--- config.mk ---
export PLATFORM = sky130hd
export DESIGN_NAME = pc_gen_flat
export DESIGN_NICKNAME = d
export VERILOG_FILES = /design/src/rtl/cpu_pkg.sv /design/src/rtl/pc_gen_if.sv /design/src/rtl/branch_target.sv /design/src/rtl/pc_gen.sv /design/src/flat_wrapper.sv
export SDC_FILE = /design/constraint.sdc
export NUM_CORES = 1
export LEC_CHECK = 0
export CORE_UTILIZATION = 25
export CTS_CLUSTER_SIZE = 12
export DETAILED_ROUTE_END_ITERATION = 8
export SLEW_MARGIN = 20
export SYNTH_ARGS = -nofsm -noshare
export SYNTH_HDL_FRONTEND = slang
export SYNTH_SLANG_ARGS = --single-unit
--- constraint.sdc ---
create_clock -name clk -period 8.1 [get_ports clk]
set_clock_uncertainty 0.1 [all_clocks]
set_input_delay 1.215 -clock clk [delete_from_list [all_inputs] [get_ports clk]]
set_output_delay 1.215 -clock clk [all_outputs]
set_load 0.05 [all_outputs]
--- src/rtl/cpu_pkg.sv ---
//------------------------------------------------------------------------------
// Module   : cpu_pkg
// Brief    : Shared types and constants for the fetch / PC-generation slice.
//            Holds the fetch FSM state type, branch funct3 encodings (the
//            comparator uses the same mode encoding) and the sequential
//            PC increment.
// Revision : 1.0  initial release
//------------------------------------------------------------------------------
`default_nettype none

package cpu_pkg;

    // Fetch FSM states
    typedef enum logic [1:0] {
        FETCH   = 2'd0,
        DELIVER = 2'd1,
        KILL    = 2'd2
    } state_t;

    // Conditional-branch funct3 encodings, shared with the comparator mode
    localparam logic [2:0] c_BEQ  = 3'b000;
    localparam logic [2:0] c_BNE  = 3'b001;
    localparam logic [2:0] c_BLT  = 3'b100;
    localparam logic [2:0] c_BGE  = 3'b101;
    localparam logic [2:0] c_BLTU = 3'b110;
    localparam logic [2:0] c_BGEU = 3'b111;

    // Sequential fetch step; stays 4 even when 2-byte targets are legal
    localparam logic [31:0] PC_STEP = 32'd4;

endpackage

`default_nettype wire

--- src/rtl/pc_gen_if.sv ---
//------------------------------------------------------------------------------
// Module   : pc_gen_if
// Brief    : Fetch-side bus bundle: instruction-memory req/ack channel and the
//            valid/ready channel that hands fetched PCs to decode.
//            master = PC generator, slave = memory + decode side.
// Revision : 1.0  initial release
//------------------------------------------------------------------------------
`default_nettype none

interface pc_gen_if;

    // Instruction-memory request channel
    logic        imem_req;
    logic [31:0] imem_addr;
    logic        imem_ack;

    // Delivery channel to decode
    logic        if_valid;
    logic [31:0] if_pc;
    logic        if_ready;

    modport master (
        output imem_req,
        output imem_addr,
        input  imem_ack,
        output if_valid,
        output if_pc,
        input  if_ready
    );

    modport slave (
        input  imem_req,
        input  imem_addr,
        output imem_ack,
        input  if_valid,
        input  if_pc,
        output if_ready
    );

endinterface

`default_nettype wire

--- src/rtl/branch_target.sv ---
//------------------------------------------------------------------------------
// Module   : branch_target
// Brief    : Combinational taken / target / misalignment resolution for
//            JAL, JALR and conditional branches.
//            Build option CMP_COMPRESSED_EN: 2-byte targets are legal and the
//            misaligned flag is never raised.
// Revision : 1.0  initial release
//------------------------------------------------------------------------------
`default_nettype none

module branch_target
    import cpu_pkg::*;
(
    input  wire logic        i_is_jal,
    input  wire logic        i_is_jalr,
    input  wire logic        i_cmp_q,
    input  wire logic [31:0] i_br_pc,
    input  wire logic [31:0] i_br_imm,
    input  wire logic [31:0] i_rs1,
    output logic             o_taken,
    output logic [31:0]      o_target,
    output logic             o_misaligned
);

    logic [31:0] w_pc_rel;
    logic [31:0] w_reg_rel;

    // Both candidate sums wrap modulo 2^32; overflow is not an error
    assign w_pc_rel  = i_br_pc + i_br_imm;
    assign w_reg_rel = (i_rs1 + i_br_imm) & ~32'd1;

    // Select the target and decide whether the transfer is taken
    always_comb begin
        o_taken  = i_cmp_q;
        o_target = w_pc_rel;
        if (i_is_jalr) begin
            o_taken  = 1'b1;
            o_target = w_reg_rel;
        end else if (i_is_jal) begin
            o_taken  = 1'b1;
            o_target = w_pc_rel;
        end
    end

`ifdef CMP_COMPRESSED_EN
    assign o_misaligned = 1'b0;
`else
    // Only meaningful when qualified with o_taken by the caller
    assign o_misaligned = o_target[1];
`endif

endmodule

`default_nettype wire

--- src/rtl/pc_gen.sv ---
//------------------------------------------------------------------------------
// Module   : pc_gen
// Brief    : Program counter and fetch-redirect stage. Issues fetches over a
//            req/ack channel, hands fetched PCs to decode over valid/ready,
//            redirects on taken control transfers, squashes the in-flight
//            fetch and flags misaligned targets.
//            Build option CMP_COMPRESSED_EN (in branch_target): 2-byte
//            target alignment, no misaligned trap.
// Revision : 1.0  initial release
//------------------------------------------------------------------------------
`default_nettype none

module pc_gen
    import cpu_pkg::*;
#(
    parameter logic [31:0] RESET_PC = 32'h0000_0000
)
(
    input  wire logic        clk,
    input  wire logic        rst,
    input  wire logic        i_br_valid,
    input  wire logic        i_br_is_jal,
    input  wire logic        i_br_is_jalr,
    input  wire logic        i_cmp_q,
    input  wire logic [31:0] i_br_pc,
    input  wire logic [31:0] i_br_imm,
    input  wire logic [31:0] i_rs1,
    pc_gen_if.master         bus,
    output logic             o_flush,
    output logic             o_trap_misaligned,
    output logic [31:0]      o_trap_pc
);

    state_t      r_state;
    state_t      w_state_nxt;
    logic        r_live;        // low for the first cycle out of reset: no request yet
    logic [31:0] r_pc;
    logic [31:0] w_pc_nxt;
    logic [31:0] r_kill_addr;   // address of the abandoned fetch being drained
    logic [31:0] w_kill_nxt;
    logic        r_flush;
    logic        r_trap;
    logic [31:0] r_trap_pc;

    logic        w_taken;
    logic [31:0] w_target;
    logic        w_misaligned;
    logic        w_squash;
    logic        w_redirect;
    logic        w_trap;
    logic [31:0] w_squash_pc;

    branch_target u_branch_target (
        .i_is_jal     (i_br_is_jal),
        .i_is_jalr    (i_br_is_jalr),
        .i_cmp_q      (i_cmp_q),
        .i_br_pc      (i_br_pc),
        .i_br_imm     (i_br_imm),
        .i_rs1        (i_rs1),
        .o_taken      (w_taken),
        .o_target     (w_target),
        .o_misaligned (w_misaligned)
    );

    // A trap squashes like a redirect but keeps the current pc
    assign w_squash    = i_br_valid & w_taken;
    assign w_trap      = w_squash & w_misaligned;
    assign w_redirect  = w_squash & ~w_misaligned;
    assign w_squash_pc = w_redirect ? w_target : r_pc;

    // State, pc and drain-address registers
    always_ff @(posedge clk or posedge rst) begin
        if (rst) begin
            r_state     <= FETCH;
            r_live      <= 1'b0;
            r_pc        <= RESET_PC;
            r_kill_addr <= 32'd0;
        end else begin
            r_state     <= w_state_nxt;
            r_live      <= 1'b1;
            r_pc        <= w_pc_nxt;
            r_kill_addr <= w_kill_nxt;
        end
    end

    // Next-state / next-pc decision; a squash always beats ack or ready
    always_comb begin
        w_state_nxt = r_state;
        w_pc_nxt    = r_pc;
        w_kill_nxt  = r_kill_addr;
        if (!r_live) begin
            w_pc_nxt = w_squash_pc;
        end else begin
            case (r_state)
                FETCH: begin
                    if (w_squash) begin
                        w_pc_nxt = w_squash_pc;
                        if (!bus.imem_ack) begin
                            w_state_nxt = KILL;
                            w_kill_nxt  = r_pc;
                        end
                    end else if (bus.imem_ack) begin
                        w_state_nxt = DELIVER;
                    end
                end
                DELIVER: begin
                    if (w_squash) begin
                        w_pc_nxt    = w_squash_pc;
                        w_state_nxt = FETCH;
                    end else if (bus.if_ready) begin
                        w_pc_nxt    = r_pc + PC_STEP;
                        w_state_nxt = FETCH;
                    end
                end
                KILL: begin
                    if (w_squash) begin
                        w_pc_nxt = w_squash_pc;
                    end
                    if (bus.imem_ack) begin
                        w_state_nxt = FETCH;
                    end
                end
                default: begin
                    w_state_nxt = FETCH;
                end
            endcase
        end
    end

    // One-cycle flush / trap pulses and the sticky trap PC
    always_ff @(posedge clk or posedge rst) begin
        if (rst) begin
            r_flush   <= 1'b0;
            r_trap    <= 1'b0;
            r_trap_pc <= 32'd0;
        end else begin
            r_flush <= w_squash;
            r_trap  <= w_trap;
            if (w_trap) begin
                r_trap_pc <= i_br_pc;
            end
        end
    end

    assign bus.imem_req  = r_live & (r_state != DELIVER);
    assign bus.imem_addr = (r_state == KILL) ? r_kill_addr : r_pc;
    assign bus.if_valid  = r_live & (r_state == DELIVER);
    assign bus.if_pc     = r_pc;

    assign o_flush           = r_flush;
    assign o_trap_misaligned = r_trap;
    assign o_trap_pc         = r_trap_pc;

endmodule

`default_nettype wire

--- src/flat_wrapper.sv ---
// flat-port wrapper written by rule: the top's interface ports become plain ports
module pc_gen_flat import cpu_pkg::*;
#(
    parameter logic [31:0] RESET_PC = 32'h0000_0000
)
  (clk, rst, i_br_valid, i_br_is_jal, i_br_is_jalr, i_cmp_q, i_br_pc, i_br_imm, i_rs1, o_flush, o_trap_misaligned, o_trap_pc, bus_imem_req, bus_imem_addr, bus_imem_ack, bus_if_valid, bus_if_pc, bus_if_ready);
  pc_gen_if bus_i ();
  input  wire logic clk;
  input  wire logic rst;
  input  wire logic i_br_valid;
  input  wire logic i_br_is_jal;
  input  wire logic i_br_is_jalr;
  input  wire logic i_cmp_q;
  input  wire logic [31:0] i_br_pc;
  input  wire logic [31:0] i_br_imm;
  input  wire logic [31:0] i_rs1;
  output logic o_flush;
  output logic o_trap_misaligned;
  output logic [31:0] o_trap_pc;
  output wire logic [$bits(bus_i.imem_req)-1:0] bus_imem_req;
  output wire logic [$bits(bus_i.imem_addr)-1:0] bus_imem_addr;
  input wire logic [$bits(bus_i.imem_ack)-1:0] bus_imem_ack;
  output wire logic [$bits(bus_i.if_valid)-1:0] bus_if_valid;
  output wire logic [$bits(bus_i.if_pc)-1:0] bus_if_pc;
  input wire logic [$bits(bus_i.if_ready)-1:0] bus_if_ready;
  assign bus_imem_req = bus_i.imem_req;
  assign bus_imem_addr = bus_i.imem_addr;
  assign bus_i.imem_ack = bus_imem_ack;
  assign bus_if_valid = bus_i.if_valid;
  assign bus_if_pc = bus_i.if_pc;
  assign bus_i.if_ready = bus_if_ready;
  pc_gen #(.RESET_PC(RESET_PC)) u_core (.clk(clk), .rst(rst), .i_br_valid(i_br_valid), .i_br_is_jal(i_br_is_jal), .i_br_is_jalr(i_br_is_jalr), .i_cmp_q(i_cmp_q), .i_br_pc(i_br_pc), .i_br_imm(i_br_imm), .i_rs1(i_rs1), .bus(bus_i), .o_flush(o_flush), .o_trap_misaligned(o_trap_misaligned), .o_trap_pc(o_trap_pc));
endmodule
==> results of run 1 <==
-- final timing paths --
check	startpoint	to	slack, ns	depth (start not counted)
setup / recovery	i_br_is_jalr	u_core.o_trap_pc[0]$_DFFE_PP0P_	3.73	9
hold / removal	u_core.o_trap_pc[8]$_DFFE_PP0P_	u_core.o_trap_pc[8]$_DFFE_PP0P_	0.38	2
setup reg to reg	u_core.bus.if_pc[4]$_DFFE_PP0P_	u_core.bus.if_pc[31]$_DFFE_PP0P_	5.11	9
hold reg to reg	u_core.o_trap_pc[8]$_DFFE_PP0P_	u_core.o_trap_pc[8]$_DFFE_PP0P_	0.38	2
max in group asynchronous	rst	u_core.r_kill_addr[23]$_DFFE_PP0P_	5.48	3
min in group asynchronous	rst	u_core.r_kill_addr[3]$_DFFE_PP0P_	1.12	2
-- layout by cell type (no fill, tap or decap), types with 9 or more instances in the layout --
cell type,n
clkdlybuf4s50_1,203
nand2_1,161
a21oi_1,104
dfrtp_1,101
nor2_1,63
mux2_2,63
o21ai_0,62
ha_1,62
a21o_1,35
nand3_1,28
inv_1,23
nor3_1,22
xnor2_1,22
xor2_1,19
nand4_1,18
and3_1,16
a31oi_1,16
o22ai_1,15
o21bai_1,12
o21a_1,11
o211ai_1,10
nor2b_1,9
mux2i_1,9
clkbuf_16,9
-- tightest hold or removal path: stages (launching register included) --
cell	delay, ns
dfrtp_1	0.34
nand2_1	0.05
nand2_1	0.06
-- cells by family (layout without fill, tap and decap cells) --
family / after synthesis / in the layout
and+or+nand+nor: 353 / 353
AOI/OAI and AO/OA: 335 / 335
DFF: 101 / 101
muxes: 72 / 72
buffers and inverters: 69 / 249
adders and majority gates: 64 / 64
xor gates and xnor gates: 41 / 41
other: 1 / 4
-- sequential cells by signal, indices dropped and copies added (netlist names) --
signal,cells
u_core.r_state,2
u_core.r_kill_addr,32
u_core.o_flush,1
u_core.bus.if_pc,32
u_core.r_live,1
u_core.o_trap_pc,32
u_core.o_trap_misaligned,1
-- power by group through the flow --
stage	clock network (W)	logic (W)	registers, W
2_1_floorplan	0	0.000938	0.00119
3_3_place_gp	0	0.00186	0.000900
3_5_place_dp	0	0.00187	0.000906
4_1_cts	0.000448	0.00188	0.000899
5_1_grt	0.000465	0.00199	0.000931
6_report	0.000430	0.00187	0.000895
-- metal layers --
layer | part of all wire [%] | up-vias | routed length (microns) | GRT usage, %
met2 | 45 | 273 | 13200 | 26.4
met1 | 48 | 3993 | 14200 | 23.1
met5 | 0 | - | 0 | 0
met3 | 5.8 | 30 | 1710 | 4.03
li1 | - | 4168 | - | -
met4 | 1.7 | 0 | 511 | 5.01
-- stage by stage --
step	utilization, %	total power, W
5_1_grt	33.6	0.00338
4_1_cts	33.6	0.00322
3_5_place_dp	32.8	0.00278
3_3_place_gp	32.8	0.00276
2_1_floorplan	-	0.00212
6_report	33.6	0.00320
-- layout make-up --
type | instances | area share, %
timing repair buffer | 208 | 18.3
clock inverter | 6 | 0.387
sequential | 101 | 22.3
tap | 448 | 4.96
inverter | 26 | 0.885
multi-input combinational | 866 | 51.1
antenna | 3 | 0.0664
clock buffer | 9 | 1.99
-- synthesized netlist by cell type (all sizes together), types with 3 or more instances --
cell	number
a21o	35
a31oi	17
or3	8
a21oi	104
clkbuf	39
mux2i	9
nand3	28
o31ai	6
a22o	4
nor3b	4
xor2	19
mux2	63
o32ai	3
nand2	161
a211o	5
o21a	11
nand4	18
inv	25
a211oi	9
dfrtp	101
nor2b	9
o21ai	68
o21bai	12
ha	62
a221oi	4
nand2b	8
o211ai	10
nor3	23
or4	3
and3	16
nor2	64
a311oi	3
buf	4
o22ai	15
o22a	3
and2	5
xnor2	22
a21boi	4
==> summary.md, run 1 <==
| Metric | Value |
|---|---|
| Hold_ws | 0.375 ns |
| Effective utilization at floorplan | 25.5% |
| Pleak | 4.75 nW |
| Total GRT Usage | 16.9% |
| Via-to-Cell Ratio | 5.08 |
| # rows | 67 |
| Critical-path maximum fanout | 38 |
| Synth cell types | 72 |
| Fin worst setup slack | 3.73 ns |
| CTS tree | yes |
| Switching pwr | 0.00160 W |
| CTS clk-pin slew, worst paths | 0.06 ns |
| Post-layout min period | 4.37 ns |
| Post-Layout Cell Count | 1667 |
| Total wire length | 29600 microns |
| Post-synthesis sequential area ratio | 29.5% |
| Synthesis-stage register bit count | 101 |
| Comb power frac | 58.5% |
| Avg Inst Size Synth | 8.26 sq um |
| Critical Path Max Stage Delay | 0.89 ns |
| Crit path kind | in2reg |
| CTS Root Cell | clkbuf_16 |
| Clock latency at the later pin of the worst-skew pair | 0.38 ns |
| Power Dens Cells | 283 nW/um^2 |
| Status | completed |
| DR WL/cell | 17.8 microns |
| Core Footprint | 33600 sq um |
| Synth area leaders | dfrtp_1, ha_1, mux2_2, nand2_1, a21oi_1 |
| Number of global-route vias before repair | 8125 |
| Buf/Inv on CP | 5 |
| Hpwl dp | 23300 microns |
| Max VDD drop | 0.000182 V |
| FFs w/ async S/R, synth | 100% |
| Endpoints failing setup | 0 |
| Worst setup SP type | primary input |
| Post-synth EDFFs | 0 |
| Synth Area in Compound Gates | 25.6% |
| Switching share of power | 50.2% |
| Final #Nets | 1380 |
| First-pass GRT wire length | 46300 microns |
| H-tree levels | 3 |
| # hold bufs at CTS | 0 |
| Layout cells sized above 1 | 8.06% |
| Synth top area share | 29.5% |
| XOR/XNOR Fraction of Synth Area | 4.20% |
| Synth Instances | 1036 |
| DR pass1 iterations | 6 |
| Initial antenna violation count | 2 |
| Fill cells | 3545 |
| Top FF cell, synth | dfrtp_1 |
| Layout Area Growth over Synthesis | 32.2% |
| Place WS | 3.44 ns |
| # clock sinks | 101 |
| DP Cell Count | 1649 |
| Crit-path leading delay family | buffers and inverters |
| Final Max Slew Viols | 0 |
| DRT antenna net count | 0 |
| Tightest Pin Transition | 1.09 ns |
| Die area | 35000 sq um |
| Fmax | 229 MHz |
| GRT overflow | 0 |
| Hold Crit Class | reg2reg |
| Synthesized area | 8560 sq um |
| CP required | 8.25 ns |
| # Max-Cap Violations | 0 |
| Syn Nets | 1204 |
| Final period util | 53.9% |
| Slowest cell on the critical path | clkinv_1 |
| DRC viols | 0 |
| Worst Path Arrival | 4.52 ns |
| Slew headroom | 27.3% |
| Io pins | 204 |
| Final Instance Area | 11300 sq um |
| Placed Area | 11000 sq um |
| Total number of vias | 8464 |
| Adder-Cell Fraction of Synth Area | 9.53% |
| Synth warn | 0 |
| Post-CTS Setup Bufs | 0 |
| Simple-gate share of the synthesized area | 18.7% |
| Clk buf depth | 2 |
| Crit-path cells | clkdlybuf4s50_1 -> buf_4 -> o31ai_1 -> inv_1 -> nand3_1 -> buf_4 -> clkinv_1 -> nand2_1 -> nand2_1 |
| Final hold violations | 0 |
| Sequential cell area | 2530 sq um |
| Reg power frac | 28.0% |
| Clock Power Share | 13.5% |
| Pint | 0.00159 W |
| Number of gates resized after cts | 0 |
| Die height | 187 microns |
| Multi-input gate area | 5780 sq um |
| Setup tns final | 0 ns |
| # port buffers | 203 |
| Mux cell area share after synthesis | 9.34% |
| Largest family of logic cells by synthesized area | compound AO/OA/AOI/OAI gates |
| Unrepaired setup endpoints after global routing | false |
| Synth area leader | dfrtp_1 |
| Largest net degree at the start of global routing | 69 |
| Worst setup EP type | register |
| DRT iter0 DRCs | 546 |
| CTS Buf Count | 9 |
| DIE WIDTH | 187 microns |
| RD Place Congestion | 0.861 |
No activity file was read; power rests on OpenSTA's default activity.
==> inputs of run 2 (changes only) <==
==> constraint.sdc (replaced) <==
create_clock -name clk -period 4.2 [get_ports clk]
set_clock_uncertainty 0.1 [all_clocks]
set_input_delay 0.63 -clock clk [delete_from_list [all_inputs] [get_ports clk]]
set_output_delay 0.63 -clock clk [all_outputs]
set_load 0.05 [all_outputs]
==> summary.md, run 2 (synthesis results as in run 1) <==
| Metric | Value |
|---|---|
| Hpwl dp | 23600 microns (was 23300 microns) |
| # port buffers | 203 (unchanged) |
| Layout Area Growth over Synthesis | 34.2% (was 32.2%) |
| DRC viols | 0 (unchanged) |
| Critical Path Max Stage Delay | 0.53 ns (was 0.89 ns) |
| Cell mode on critical path | o21ai_1 |
| Tightest Pin Transition | 0.739 ns (was 1.09 ns) |
| Core Footprint | 33600 sq um (unchanged) |
| DR pass1 iterations | 5 (was 6) |
| Final Max Slew Viols | 0 (unchanged) |
| Placed Area | 11200 sq um (was 11000 sq um) |
| GRT overflow | 0 (unchanged) |
| H-tree levels | 3 (unchanged) |
| Post-layout min period | 3.75 ns |
| First-pass GRT wire length | 46800 microns (was 46300 microns) |
| Io pins | 204 (unchanged) |
| Post-Layout Cell Count | 1687 (was 1667) |
| Switching pwr | 0.00310 W (was 0.00160 W) |
| Clk buf depth | 2 (unchanged) |
| Initial antenna violation count | 2 (unchanged) |
| DR WL/cell | 17.7 microns (was 17.8 microns) |
| Effective utilization at floorplan | 25.5% (unchanged) |
| Critical-path maximum fanout | 4 (was 38) |
| Crit path kind | in2reg (unchanged) |
| WHS Endpoint | u_core.o_trap_pc[5]$_DFFE_PP0P_ (was u_core.o_trap_pc[8]$_DFFE_PP0P_) |
| Die height | 187 microns (unchanged) |
| Power Total | 0.00621 W (was 0.00320 W) |
| Largest net degree at the start of global routing | 40 (was 69) |
| Reg power frac | 27.6% (was 28.0%) |
| Clock Power Share | 13.8% (was 13.5%) |
| Slew headroom | 50.3% (was 27.3%) |
| Pint | 0.00311 W (was 0.00159 W) |
| DRT iter0 DRCs | 526 (was 546) |
| Most frequent cells in the layout | clkdlybuf4s50_1, nand2_1, a21oi_1, dfrtp_1 (unchanged) |
| DIE WIDTH | 187 microns (unchanged) |
| Unrepaired setup endpoints after global routing | false (unchanged) |
| CTS tree | yes (unchanged) |
| Fmax | 267 MHz |
| CP Depth | 13 (was 9) |
| Total GRT Usage | 17.1% (was 16.9%) |
| # Max-Cap Violations | 0 (unchanged) |
| Endpoints failing setup | 0 (unchanged) |
| Worst setup EP type | register (unchanged) |
| Hold path cells | 2 (unchanged) |
| # rows | 67 (unchanged) |
| R2r worst-path depth | 9 (unchanged) |
| Hold Crit Class | reg2reg (unchanged) |
| Layout cells sized above 1 | 9.54% (was 8.06%) |
| Status | completed (unchanged) |
| Number of global-route vias before repair | 8131 (was 8125) |
| Pleak | 4.86 nW (was 4.75 nW) |
| Total wire length | 29800 microns (was 29600 microns) |
| # clock sinks | 101 (unchanged) |
| Final Instance Area | 11500 sq um (was 11300 sq um) |
| CP required | 4.36 ns (was 8.25 ns) |
| Setup tns final | 0 ns (unchanged) |
| # hold bufs at CTS | 0 (unchanged) |
| CTS Root Cell | clkbuf_16 (unchanged) |
| Reg-to-reg setup timing slack | 1.32 ns (was 5.11 ns) |
| Commonest non-fill, non-tap cell in the layout | clkdlybuf4s50_1 (unchanged) |
| Clock latency at the later pin of the worst-skew pair | 0.38 ns (about the same) |
| Crit-path cells | clkdlybuf4s50_1 -> ha_1 -> inv_1 -> fa_1 -> nor2b_1 -> o31a_1 -> o31ai_4 -> o21ai_1 -> a211oi_2 -> o21ai_1 -> a211oi_1 -> o2111a_1 -> a211o_1 (was clkdlybuf4s50_1 -> buf_4 -> o31ai_1 -> inv_1 -> nand3_1 -> buf_4 -> clkinv_1 -> nand2_1 -> nand2_1) |
| Power Dens Cells | 541 nW/um^2 (was 283 nW/um^2) |
| Final #Nets | 1400 (was 1380) |
| HP Start | u_core.o_trap_pc[5]$_DFFE_PP0P_ (was u_core.o_trap_pc[8]$_DFFE_PP0P_) |
| Worst setup SP type | primary input (unchanged) |
| Final hold violations | 0 (unchanged) |
| Slowest cell on the critical path | clkdlybuf4s50_1 (was clkinv_1) |
| Switching share of power | 50.0% (was 50.2%) |
| Buf/Inv on CP | 2 (was 5) |
| CTS clk-pin slew, worst paths | 0.07 ns (was 0.06 ns) |
| Reg2reg start | u_core.bus.if_pc[4]$_DFFE_PP0P_ (unchanged) |
| Final period util | 89.2% |
| DRT antenna net count | 0 (unchanged) |
| Post-CTS Setup Bufs | 0 (unchanged) |
| Die area | 35000 sq um (unchanged) |
| Worst Path Arrival | 3.90 ns (was 4.52 ns) |
| Comb power frac | 58.6% (was 58.5%) |
| CTS Buf Count | 9 (unchanged) |
| Number of gates resized after cts | 0 (unchanged) |
| RD Place Congestion | 0.863 (was 0.861) |
| Max VDD drop | 0.000357 V (was 0.000182 V) |
| DP Cell Count | 1669 (was 1649) |
| Fill cells | 3474 (was 3545) |
| Crit-path leading delay family | compound AO/OA/AOI/OAI gates (was buffers and inverters) |
| RR Endpoint | u_core.bus.if_pc[31]$_DFFE_PP0P_ (unchanged) |
| Total number of vias | 8516 (was 8464) |
| Via-to-Cell Ratio | 5.05 (was 5.08) |
[run 2: cell type report]
cell class / count / area (sq um) / area share, %
Sequential cell: 101 / 2530 / 22.0
Antenna cell: 2 / 5.00 / 0.0436
Tap cell: 448 / 561 / 4.88
Timing Repair Buffer: 228 / 2230 / 19.4
Clock buffer: 10 / 229 / 1.99
Inverter: 26 / 100 / 0.871
Multi-Input combinational cell: 866 / 5780 / 50.3
Clock inverter: 6 / 56.3 / 0.490
[run 2: power by group through the flow]
stage	clock (W)	sequential (W)	combinational, W
floorplan	0	0.00229	0.00181
global placement	0	0.00172	0.00362
detailed placement	0	0.00174	0.00364
CTS	0.000895	0.00172	0.00365
global route	0.000932	0.00179	0.00387
finish	0.000854	0.00171	0.00364
[run 2: per-layer routing]
metal	GRT usage (%)	wire length, microns	vias up
li1	-	-	4204
met1	23.9	14600	4010
met2	26.1	13000	268
met3	3.73	1600	34
met4	5.17	639	0
met5	0	0	-
[run 2: metrics by stage]
| stage | setup slack [ns] | hold WS, ns | util, % |
|---|---|---|---|
| 5_1_grt | 0.281 | 0.403 | 34.2 |
| 2_1_floorplan | 0.823 | 0.350 | - |
| 4_1_cts | 0.488 | 0.379 | 34.2 |
| 3_3_place_gp | 0.199 | 0.357 | 33.3 |
| 6_report | 0.455 | 0.379 | 34.2 |
| 3_5_place_dp | 0.100 | 0.362 | 33.3 |
[run 2: how the worst max path moves through the flow]
| stage | start | end |
|---|---|---|
| global placement | i_br_pc[0] | u_core.bus.if_pc[24]$_DFFE_PP0P_ |
| CTS | i_br_pc[0] | u_core.bus.if_pc[24]$_DFFE_PP0P_ |
| detailed placement | i_br_pc[0] | u_core.bus.if_pc[24]$_DFFE_PP0P_ |
| global route | i_br_pc[0] | u_core.bus.if_pc[24]$_DFFE_PP0P_ |
| floorplan | rst | u_core.bus.if_pc[0]$_DFFE_PP0P_ |
| finish | i_br_pc[0] | u_core.bus.if_pc[24]$_DFFE_PP0P_ |
[run 2: tightest hold or removal path, delay by kind of cell (launching register included)]
kind / cells / cell delay [ns]
DFF: 1 / 0.34
and+or+nand+nor: 2 / 0.11
==> inputs of run 3 (changes only) <==
--- a/config.mk
+++ b/config.mk
@@ -6,7 +6,7 @@
 export NUM_CORES = 1
 export LEC_CHECK = 0
 export CORE_UTILIZATION = 25
-export CTS_CLUSTER_SIZE = 12
+export CTS_CLUSTER_SIZE = 14
 export DETAILED_ROUTE_END_ITERATION = 8
 export SLEW_MARGIN = 20
 export SYNTH_ARGS = -nofsm -noshare
==> results of run 3 <==
Final layout, timing and power as in run 2 (identical DEF).
